**config.mk**
```make
export PLATFORM = sky130hd
export DESIGN_NAME = ascon_xor_absorb
export DESIGN_NICKNAME = d
export VERILOG_FILES = /design/src/rtl/ascon_pack.sv /design/src/rtl/ascon_pad_mask.sv /design/src/rtl/ascon_xor_absorb.sv
export SDC_FILE = /design/constraint.sdc
export NUM_CORES = 2
export LEC_CHECK = 0
export ABC_AREA = 1
export CAP_MARGIN = 15
export CORE_AREA = 2 2 407 409
export DETAILED_ROUTE_END_ITERATION = 6
export DIE_AREA = 0 0 409 411
export PLACE_DENSITY = 0.6
export SETUP_SLACK_MARGIN = 0.02
export SLEW_MARGIN = 20
export SYNTH_ARGS = -nofsm -noshare
export SYNTH_HDL_FRONTEND = slang
export SYNTH_SLANG_ARGS = --single-unit
export TNS_END_PERCENT = 5
```
**constraint.sdc**
```tcl
create_clock -name clock_i -period 1.8 [get_ports clock_i]
set_clock_uncertainty 0.2 [all_clocks]
set_input_delay 0.18 -clock clock_i [delete_from_list [all_inputs] [get_ports clock_i]]
set_output_delay 0.18 -clock clock_i [all_outputs]
set_load 0.02 [all_outputs]
```
**src/rtl/ascon_pack.sv**
```systemverilog
// Shared types and constants for the ASCON state-injection datapath.
//   type_state  : 5 x 64-bit ASCON state, index 0 is W0
//   type_xor_op : operation codes of ascon_xor_absorb (code 7 is illegal)
//   type_fsm    : control states of ascon_xor_absorb
package ascon_pack;

   typedef logic [4:0][63:0] type_state;

   typedef enum logic [2:0] {
      OP_NOP       = 3'd0,
      OP_KEY_INIT  = 3'd1,
      OP_KEY_FINAL = 3'd2,
      OP_ABSORB    = 3'd3,
      OP_ENC       = 3'd4,
      OP_DEC       = 3'd5,
      OP_DOMSEP    = 3'd6
   } type_xor_op;

   typedef enum logic [1:0] {
      StIdle,
      StCalc,
      StOut
   } type_fsm;

   localparam logic [7:0]  PAD_BYTE     = 8'h80;
   localparam int unsigned RATE64_BITS  = 64;
   localparam int unsigned RATE128_BITS = 128;

   // Block counter increment that sticks at all-ones.
   function automatic logic [15:0] sat_inc(input logic [15:0] v);
      return (v == 16'hFFFF) ? v : v + 16'd1;
   endfunction

endpackage

```
**src/rtl/ascon_pad_mask.sv**
```systemverilog
// Combinational padding / byte-mask generator for one rate block.
// Byte k (k=0 is the MSB byte) is valid when k < nbytes; byte nbytes carries the
// 0x80 pad unless the block is full. nbytes above the rate size is clamped to full.
//   data_i    : raw block, MSB byte first
//   nbytes_i  : number of valid bytes
//   padded_o  : valid bytes, pad byte, zeros elsewhere
//   valid_o   : per-byte valid flags, bit k = byte k
//   pad_o     : per-byte pad-position flag (at most one bit set)
module ascon_pad_mask
   import ascon_pack::*;
#(
   parameter int unsigned RATE_BITS = RATE128_BITS,
   parameter int unsigned NB_W      = $clog2(RATE_BITS / 8 + 1)
) (
   input  logic [RATE_BITS-1:0]   data_i,
   input  logic [NB_W-1:0]        nbytes_i,
   output logic [RATE_BITS-1:0]   padded_o,
   output logic [RATE_BITS/8-1:0] valid_o,
   output logic [RATE_BITS/8-1:0] pad_o
);

   localparam int unsigned NumBytes = RATE_BITS / 8;

   logic [NB_W-1:0] nb_clamped;

   always_comb begin
      nb_clamped = nbytes_i;
      if (nbytes_i > NB_W'(NumBytes)) begin
         nb_clamped = NB_W'(NumBytes);
      end
   end

   always_comb begin
      padded_o = '0;
      valid_o  = '0;
      pad_o    = '0;
      for (int k = 0; k < NumBytes; k++) begin
         valid_o[k] = (NB_W'(k) < nb_clamped);
         // A full block never matches here since k stops at NumBytes-1.
         pad_o[k]   = (NB_W'(k) == nb_clamped);
         if (valid_o[k]) begin
            padded_o[RATE_BITS-1-8*k -: 8] = data_i[RATE_BITS-1-8*k -: 8];
         end else if (pad_o[k]) begin
            padded_o[RATE_BITS-1-8*k -: 8] = PAD_BYTE;
         end
      end
   end

endmodule

```
**src/rtl/ascon_xor_absorb.sv**
```systemverilog
// Registered ASCON state-injection unit: key injection, AD absorption, domain
// separation, and encryption/decryption with in-block padding.
// Optional feature macro: ASCON_DEC_EN (when undefined, OP_DEC is an illegal code and
// the decrypt datapath is absent).
// Ports:
//   clock_i, resetb_i       : clock, asynchronous active-low reset
//   start_i / ready_o       : request handshake, accepted in idle only
//   op_i, state_i, data_i,
//   nbytes_i, key_i         : operands, captured at accept
//   state_o, data_o         : registered results
//   data_valid_o, done_o    : completion pulses (data_valid_o for ENC/DEC)
//   err_o                   : sticky illegal-op flag, cleared by OP_KEY_INIT
//   blk_cnt_o               : saturating rate-block counter since OP_KEY_INIT
module ascon_xor_absorb
   import ascon_pack::*;
#(
   parameter int unsigned RATE_BITS = RATE128_BITS,
   parameter int unsigned NB_W      = $clog2(RATE_BITS / 8 + 1)
) (
   input  logic                 clock_i,
   input  logic                 resetb_i,
   input  logic                 start_i,
   output logic                 ready_o,
   input  logic [2:0]           op_i,
   input  type_state            state_i,
   input  logic [RATE_BITS-1:0] data_i,
   input  logic [NB_W-1:0]      nbytes_i,
   input  logic [127:0]         key_i,
   output type_state            state_o,
   output logic [RATE_BITS-1:0] data_o,
   output logic                 data_valid_o,
   output logic                 done_o,
   output logic                 err_o,
   output logic [15:0]          blk_cnt_o
);

   localparam int unsigned NumBytes = RATE_BITS / 8;

   if (!(RATE_BITS == RATE64_BITS || RATE_BITS == RATE128_BITS)) begin : g_bad_rate
      $error("ascon_xor_absorb: RATE_BITS must be 64 or 128");
   end
   if (NB_W != $clog2(RATE_BITS / 8 + 1)) begin : g_bad_nbw
      $error("ascon_xor_absorb: NB_W is derived and must not be overridden");
   end

   type_fsm              fsm_q, fsm_d;
   logic [2:0]           op_q, op_d;
   type_state            st_in_q, st_in_d;
   logic [RATE_BITS-1:0] data_in_q, data_in_d;
   logic [NB_W-1:0]      nb_in_q, nb_in_d;
   logic [127:0]         key_q, key_d;
   type_state            state_q, state_d;
   logic [RATE_BITS-1:0] data_q, data_d;
   logic                 dv_q, dv_d;
   logic                 done_q, done_d;
   logic                 err_q, err_d;
   logic [15:0]          blk_q, blk_d;

   logic [RATE_BITS-1:0] padded;
   logic [NumBytes-1:0]  valid_mask;
   logic [NumBytes-1:0]  pad_mask;
   logic [RATE_BITS-1:0] vmask;
   logic [RATE_BITS-1:0] old_rate;
   logic [RATE_BITS-1:0] absorb_rate;
   logic [RATE_BITS-1:0] new_rate;
   type_state            st_rate;

   ascon_pad_mask #(
      .RATE_BITS (RATE_BITS),
      .NB_W      (NB_W)
   ) u_pad_mask (
      .data_i   (data_in_q),
      .nbytes_i (nb_in_q),
      .padded_o (padded),
      .valid_o  (valid_mask),
      .pad_o    (pad_mask)
   );

   // Byte flags expanded to a bit mask for data_o.
   always_comb begin
      vmask = '0;
      for (int k = 0; k < NumBytes; k++) begin
         vmask[RATE_BITS-1-8*k -: 8] = {8{valid_mask[k]}};
      end
   end

   // Rate words: W0 holds the first 8 bytes, W1 the next 8 for the 128-bit rate.
   if (RATE_BITS == RATE128_BITS) begin : g_rate128
      assign old_rate = {st_in_q[0], st_in_q[1]};
      always_comb begin
         st_rate    = st_in_q;
         st_rate[0] = new_rate[127:64];
         st_rate[1] = new_rate[63:0];
      end
   end else begin : g_rate64
      assign old_rate = st_in_q[0];
      always_comb begin
         st_rate    = st_in_q;
         st_rate[0] = new_rate;
      end
   end

   assign absorb_rate = old_rate ^ padded;

`ifdef ASCON_DEC_EN
   // Valid bytes take the ciphertext, the pad byte flips 0x80, the tail is kept.
   logic [RATE_BITS-1:0] dec_rate;

   always_comb begin
      dec_rate = old_rate;
      for (int k = 0; k < NumBytes; k++) begin
         if (valid_mask[k]) begin
            dec_rate[RATE_BITS-1-8*k -: 8] = data_in_q[RATE_BITS-1-8*k -: 8];
         end else if (pad_mask[k]) begin
            dec_rate[RATE_BITS-1-8*k -: 8] = old_rate[RATE_BITS-1-8*k -: 8] ^ PAD_BYTE;
         end
      end
   end
`else
   logic unused_pad;
   assign unused_pad = ^pad_mask;
`endif

   always_comb begin
      new_rate = absorb_rate;
`ifdef ASCON_DEC_EN
      if (op_q == OP_DEC) begin
         new_rate = dec_rate;
      end
`endif
   end

   always_comb begin
      fsm_d     = fsm_q;
      op_d      = op_q;
      st_in_d   = st_in_q;
      data_in_d = data_in_q;
      nb_in_d   = nb_in_q;
      key_d     = key_q;
      state_d   = state_q;
      data_d    = data_q;
      dv_d      = 1'b0;
      done_d    = 1'b0;
      err_d     = err_q;
      blk_d     = blk_q;

      unique case (fsm_q)
         StIdle: begin
            if (start_i) begin
               op_d      = op_i;
               st_in_d   = state_i;
               data_in_d = data_i;
               nb_in_d   = nbytes_i;
               key_d     = key_i;
               fsm_d     = StCalc;
            end
         end
         StCalc: begin
            fsm_d   = StOut;
            done_d  = 1'b1;
            state_d = st_in_q;
            case (op_q)
               OP_NOP: begin
               end
               OP_KEY_INIT: begin
                  state_d[3] = st_in_q[3] ^ key_q[127:64];
                  state_d[4] = st_in_q[4] ^ key_q[63:0];
                  blk_d      = '0;
                  err_d      = 1'b0;
               end
               OP_KEY_FINAL: begin
                  if (RATE_BITS == RATE64_BITS) begin
                     state_d[1] = st_in_q[1] ^ key_q[127:64];
                     state_d[2] = st_in_q[2] ^ key_q[63:0];
                  end else begin
                     state_d[2] = st_in_q[2] ^ key_q[127:64];
                     state_d[3] = st_in_q[3] ^ key_q[63:0];
                  end
               end
               OP_DOMSEP: begin
                  state_d[4] = st_in_q[4] ^ 64'h1;
               end
               OP_ABSORB: begin
                  state_d = st_rate;
                  blk_d   = sat_inc(blk_q);
               end
               OP_ENC: begin
                  state_d = st_rate;
                  data_d  = absorb_rate & vmask;
                  dv_d    = 1'b1;
                  blk_d   = sat_inc(blk_q);
               end
`ifdef ASCON_DEC_EN
               OP_DEC: begin
                  state_d = st_rate;
                  data_d  = (old_rate ^ data_in_q) & vmask;
                  dv_d    = 1'b1;
                  blk_d   = sat_inc(blk_q);
               end
`endif
               default: begin
                  // Illegal codes pass the state through and flag the error.
                  err_d = 1'b1;
               end
            endcase
         end
         StOut: begin
            fsm_d = StIdle;
         end
         default: begin
            fsm_d = StIdle;
         end
      endcase
   end

   always_ff @(posedge clock_i or negedge resetb_i) begin
      if (!resetb_i) begin
         fsm_q     <= StIdle;
         op_q      <= '0;
         st_in_q   <= '0;
         data_in_q <= '0;
         nb_in_q   <= '0;
         key_q     <= '0;
         state_q   <= '0;
         data_q    <= '0;
         dv_q      <= 1'b0;
         done_q    <= 1'b0;
         err_q     <= 1'b0;
         blk_q     <= '0;
      end else begin
         fsm_q     <= fsm_d;
         op_q      <= op_d;
         st_in_q   <= st_in_d;
         data_in_q <= data_in_d;
         nb_in_q   <= nb_in_d;
         key_q     <= key_d;
         state_q   <= state_d;
         data_q    <= data_d;
         dv_q      <= dv_d;
         done_q    <= done_d;
         err_q     <= err_d;
         blk_q     <= blk_d;
      end
   end

   assign ready_o      = (fsm_q == StIdle);
   assign state_o      = state_q;
   assign data_o       = data_q;
   assign data_valid_o = dv_q;
   assign done_o       = done_q;
   assign err_o        = err_q;
   assign blk_cnt_o    = blk_q;

endmodule
```
* Word level (Yosys, flattened, before mapping)
Cells that the tools add are included.
** Storage, ports and cells
- Input port bits :: 587
- Latch bits :: 0
- Register bits after elaboration :: 1053
- Memories :: 0
- RAM bits :: 0
- Output and inout port bits :: 468
- Bits in read-only memories :: 0
- Logic and storage cells :: 125
** Operators by class
- Reduce and logical (&&, ||, !) cells :: 10
- Bitwise operators :: 8
- Shift operators :: 0
- Muxes and demuxes :: 45
- Add/subtract/negate cells :: 1
- Div/mod/pow operators :: 0
- $lt $le $gt $ge :: 17
- Multipliers :: 0
- Equal/unequal tests :: 24
** Operators with widths (count)
- 8-bit two-way mux :: 32
- 64-bit case mux with 2 select lines :: 2
- 64-bit XOR :: 4
- 128-bit bitwise AND :: 1
- 128-bit two-way mux :: 1
- 128-bit XOR :: 1
- 64-bit two-way mux :: 1
- 4-bit by 5-bit == test with 1-bit output (first input constant) :: 8
- 4-bit by 5-bit < comparator with 1-bit output (first input constant) :: 8
- 16-bit case mux with 2 select lines :: 1
- 3-bit by 5-bit == test with 1-bit output (first input constant) :: 4
- 3-bit by 5-bit < comparator with 1-bit output (first input constant) :: 4
- 16-bit by 1-bit adder with 16-bit output (second input constant) :: 1
- 16-bit == test (second input constant) :: 1
- 16-bit two-way mux :: 1
- 2-bit by 5-bit == test with 1-bit output (first input constant) :: 2
- 1-bit by 5-bit < comparator with 1-bit output (first input constant) :: 2
- 2-bit by 5-bit < comparator with 1-bit output (first input constant) :: 2
- 3-bit by 2-bit == test with 1-bit output (second input constant) :: 2
- 3-bit == test (second input constant) :: 2
- 2-bit AND reduction :: 3
- 1-bit by 5-bit == test with 1-bit output (first input constant) :: 1
- 5-bit > comparator (second input constant) :: 1
- 5-bit zero test :: 1
- other kinds (15) :: 19

* Longest topological paths before layout
- Depth in word-level cells :: 7
- Depth in mapped cells :: 11
- Depth with buffers taken out :: 10

* Modules after synthesis
Synthesis repeated with hierarchy kept, for this count alone.
** Unflattened totals
- Cell total of the unflattened synthesis :: 5721
- Area total of the unflattened synthesis :: 47172.7 µm²
** By module, submodules not included
- ascon_xor_absorb :: cells an instance 5389, times used 1, area each 45770.1 µm², seq. area each 26350.3 µm²
- ascon_pad_mask :: cells an instance 332, times used 1, area each 1402.6 µm², seq. area each 0.0 µm²

* Worst setup path before layout
OpenSTA, ideal clock, no wires.
- Kind :: reg2reg
- From :: reg fsm_q[1]
- To :: reg key_q[100]
- Path buffers :: 3
- Arrival :: 1.666 ns
- Cell stages (with the launch flop) :: 8
- Path slack :: -0.196 ns
- Period minus slack after synthesis :: 1.996 ns
- Setup time :: 0.130 ns
- Required time :: 1.470 ns
- Cells stage by stage :: dfrtp_1 nor2_1 nand2_1 inv_2 buf_2 buf_2 clkbuf_1 o21ai_0
** On the way
- Longest elaborated chain between the ends :: 2
** Ends and longest elaborated chain
- from (decl) :: RTL line ascon_xor_absorb.sv:46 : type_fsm fsm_q, fsm_d;
- from (signal assigned) :: RTL line ascon_xor_absorb.sv:218 : fsm_q <= StIdle;
- from (signal assigned) :: RTL line ascon_xor_absorb.sv:231 : fsm_q <= fsm_d;
- 2-bit zero test
- named net ready_o :: RTL line ascon_xor_absorb.sv:23 : output logic ready_o,
- 2-bit AND reduction (no line)
- to (signal assigned) :: RTL line ascon_xor_absorb.sv:236 : key_q <= key_d;
- to (decl) :: RTL line ascon_xor_absorb.sv:51 : logic [127:0] key_q, key_d;
The timed path passes the listed nets, and every way through them passes these cells.
A chain may end at the register's enable or synchronous reset.

* Final worst setup path
- From :: reg fsm_q[0]
- To :: out ready_o
** On the way
- Longest elaborated chain between the ends :: 1
** Ends and longest elaborated chain
- 2-bit zero test :: RTL line ascon_xor_absorb.sv:246 : assign ready_o = (fsm_q == StIdle);
- to (decl) :: RTL line ascon_xor_absorb.sv:23
Every way passes these cells.

==> out/metrics.yaml <==
timing.setup.critical_path_class: "reg2out"
area_delta_synth_final_pct: 59.6
timing.max_cap.violations: 0
fillcell_total: 15526
critPathMaxFanout: 2
grt_antenna_before_repair: 43
failed_checks: "setup timing"
std_cell_rows: 149
report.final.slew_viol_count: 0
routabilityCongestion: 1.00
cts_tree: "yes"
worst-r2r-setup-slack_ns: -0.21
ctsHtreeMaxLevel: 3
post_route_cells_drive_above_1_share_pct: 13.9
num-nets-final: 8172
drt_first_iter_violations: 4235
grt_start_max_net_pins: 81
finalCriticalPeriod_ns: 2.03
timing.hold.ws_ns: 0.0622
setup.worst_path.end_class: "output pin"
floorplan.core_area_mm2: 0.164
max-clock-path-buffers: 3
power_total_w: 0.106
grt_setup_unrepaired: "true"
run_status: "finished, violations left"
timing.max_slew.rel_slack_pct: 61.2
detailroute.via_count: 47162
top_level_ports: 1055
totalNegativeSetupSlack_ns: -53.43
highest_clock_rate_mhz: 494
ff_latch_area_mm2: 0.0264
power.density_cell_area_mw_per_mm2: 1420
synth.ff_latch_count: 1053
first_global_vias: 46345
die_height_um: 411
final_min_period_over_clock_period_pct: 113
dpl.hpwl_mm: 163
crit_required_ns: 1.42
die_width_um: 409
critPathArrivalTime_ns: 1.65
multiInputGateArea_mm2: 0.0183
cts_buffers: 118
clock_sink_count: 1053
tightest_slew_ns: 0.580
synth.distinct_cells: 33
drc: 0
route.detailed.wl_per_inst_um: 22.3
sequential_cell_area_fraction_in_the_yosys_report_pct: 56.4
timing_hold_violations_final: 0
clockRootBuffer: "sky130_fd_sc_hd__clkbuf_16"
critical_path.startpoint_type: "flip-flop"
timing.hold.worst.class: "in2reg"
post-place-cells: 9015
clkTransAtPathRegs_ns: 0.06
netlist_area_mm2: 0.0467
vias_per_cell: 4.77
synthCells: 5700
grt_util_all_layers_pct: 24.8
average_instance_area_after_synthesis_um2: 8.20
die_area_mm2: 0.168
drtAntennaViolNets: 0
synthesis.yosys.warnings: 0
global_route_wire_length_before_repair_mm: 311
setup_viol: 851
final.setup.worst_slack_ns: -0.225
route.final.wire_length_mm: 220
drt_pre_antenna_iters: 6
final_std_cells_w_o_fill: 9891
ir_drop_mv: 0.931
finalCoreUtilization_pct: 45.5
initial_core_util_pct: 28.5
power_leakage_nw: 36.2
buffer_ports.inserted: 1054
globalRouteOverflowTotal: 0
clock_latency_ns: 0.77
synth.net_count: 6288
-- layout make-up --
| cell class | instances | area share (%) |
|---|---|---|
| timing repair buffer | 2079 | 28.8 |
| clock buffer | 179 | 4.75 |
| clock inverter | 41 | 0.765 |
| tap | 2189 | 3.67 |
| inverter | 369 | 1.95 |
| multi-input combinational | 3963 | 24.6 |
| antenna | 18 | 0.0604 |
| sequential | 1053 | 35.4 |
-- cells in the final DEF (no fill, tap or decap), types with 9 or more instances in the layout --
master	n
sky130_fd_sc_hd__nand4_1	110
sky130_fd_sc_hd__xnor2_1	69
sky130_fd_sc_hd__dlygate4sd3_1	576
sky130_fd_sc_hd__o21ai_2	32
sky130_fd_sc_hd__a31oi_1	9
sky130_fd_sc_hd__buf_8	11
sky130_fd_sc_hd__buf_12	122
sky130_fd_sc_hd__nand3_2	20
sky130_fd_sc_hd__clkinv_2	17
sky130_fd_sc_hd__clkbuf_1	25
sky130_fd_sc_hd__xor2_1	87
sky130_fd_sc_hd__buf_2	15
sky130_fd_sc_hd__nor2_1	94
sky130_fd_sc_hd__dfrtp_2	57
sky130_fd_sc_hd__a21oi_2	19
sky130_fd_sc_hd__nand3_1	285
sky130_fd_sc_hd__a21oi_1	103
sky130_fd_sc_hd__nand2_2	37
sky130_fd_sc_hd__inv_1	347
sky130_fd_sc_hd__dlygate4sd2_1	300
sky130_fd_sc_hd__nand2_1	2429
sky130_fd_sc_hd__clkdlybuf4s50_1	585
sky130_fd_sc_hd__clkbuf_16	137
sky130_fd_sc_hd__buf_6	129
sky130_fd_sc_hd__buf_4	273
sky130_fd_sc_hd__clkbuf_8	36
sky130_fd_sc_hd__dfrtp_1	996
sky130_fd_sc_hd__a22o_1	14
sky130_fd_sc_hd__o21ai_0	486
sky130_fd_sc_hd__o211ai_1	10
sky130_fd_sc_hd__diode_2	18
sky130_fd_sc_hd__o21ai_1	71
sky130_fd_sc_hd__clkdlybuf4s15_2	37
sky130_fd_sc_hd__nor2_4	15
sky130_fd_sc_hd__nand2_4	21
-- worst paths after layout --
check / start / end / cells after the start
max reg2reg: op_q[2]$_DFFE_PN0P_ / blk_cnt_o[5]$_DFFE_PN0P_ / 10
max in group asynchronous: resetb_i / key_q[2]$_DFFE_PN0P_ / 3
min reg2reg: data_o[15]$_DFFE_PN0P_ / data_o[15]$_DFFE_PN0P_ / 2
min: data_i[40] / data_in_q[40]$_DFFE_PN0P_ / 4
max: fsm_q[0]$_DFFE_PN0P_ / ready_o / 4
min in group asynchronous: resetb_i / st_in_q[144]$_DFFE_PN0P_ / 3
-- timing repair --
action | CTS | global route
hold buffers | 575 | 1
pin swaps | 5 | 50
setup buffers | 3 | 36
cloned | 0 | 23
setup endpoints to repair | 1031 | 1287
resized for setup | 1047 | 421
hold endpoints to repair | 1626 | 1
-- critical path, cell delays in order, from the launching register on --
cell	delay [ns]
sky130_fd_sc_hd__dfrtp_1	0.38
sky130_fd_sc_hd__buf_6	0.12
sky130_fd_sc_hd__nor2_4	0.16
sky130_fd_sc_hd__buf_6	0.16
sky130_fd_sc_hd__buf_6	0.12
-- flip-flops by register name, indices dropped and copies added, names as in the netlist, 2 cells and up --
signal     flops
fsm_q          2
st_in_q      192
state_o      320
data_in_q    128
nb_in_q        5
data_o       128
old_rate     128
blk_cnt_o     16
key_q        128
op_q           3
-- per-stage QoR --
step	instance area, um2	setup slack (ns)
after floorplan	46800	0.0172
after global placement	63100	-0.303
after detailed placement	63100	-0.318
after CTS	72800	-0.265
after global routing	74600	-0.313
final	74600	-0.225
-- cells in the mapped netlist, drive strengths merged --
cell / count / area, um2
a22o: 14 / 123
xor2: 93 / 815
xnor2: 71 / 622
nand4: 110 / 688
a21oi: 125 / 644
nand2: 2488 / 9350
o211ai: 10 / 75.1
ha: 1 / 12.5
dfrtp: 1053 / 26400
and2: 7 / 43.8
or2: 6 / 37.5
inv: 369 / 1390
buf: 158 / 792
nor3: 5 / 30.0
a31oi: 9 / 56.3
nor2: 115 / 512
nand3: 311 / 1590
o21bai: 8 / 60.1
o21ai: 590 / 2960
clkbuf: 157 / 589
-- report_power, final --
part	total [W]	internal, W	switching, W
sequential	0.0382	0.0316	0.00666
clock	0.0256	0.0148	0.0108
combinational	0.0419	0.0167	0.0251
-- layer usage --
metal	global-route usage (%)	vias to the layer above	part of all wire [%]
met5	0	-	0.10
met3	5.32	435	7.1
met4	12.3	32	5.6
met1	31.5	22912	41
li1	-	21866	-
met2	39.9	1917	46
-- cells by family (layout without fill, tap and decap cells) --
family / count (synthesis) / count (layout) / share of synthesized area [%]
DFF: 1053 / 1053 / 56.4
other: 0 / 18 / 0
adders and majority gates: 1 / 1 / 0.0268
AOI/OAI and AO/OA: 756 / 756 / 8.39
xor gates and xnor gates: 164 / 164 / 3.07
and+or+nand+nor: 3042 / 3042 / 26.2
buffers and inverters: 684 / 2668 / 5.92
(Power assumes the default switching activity.)
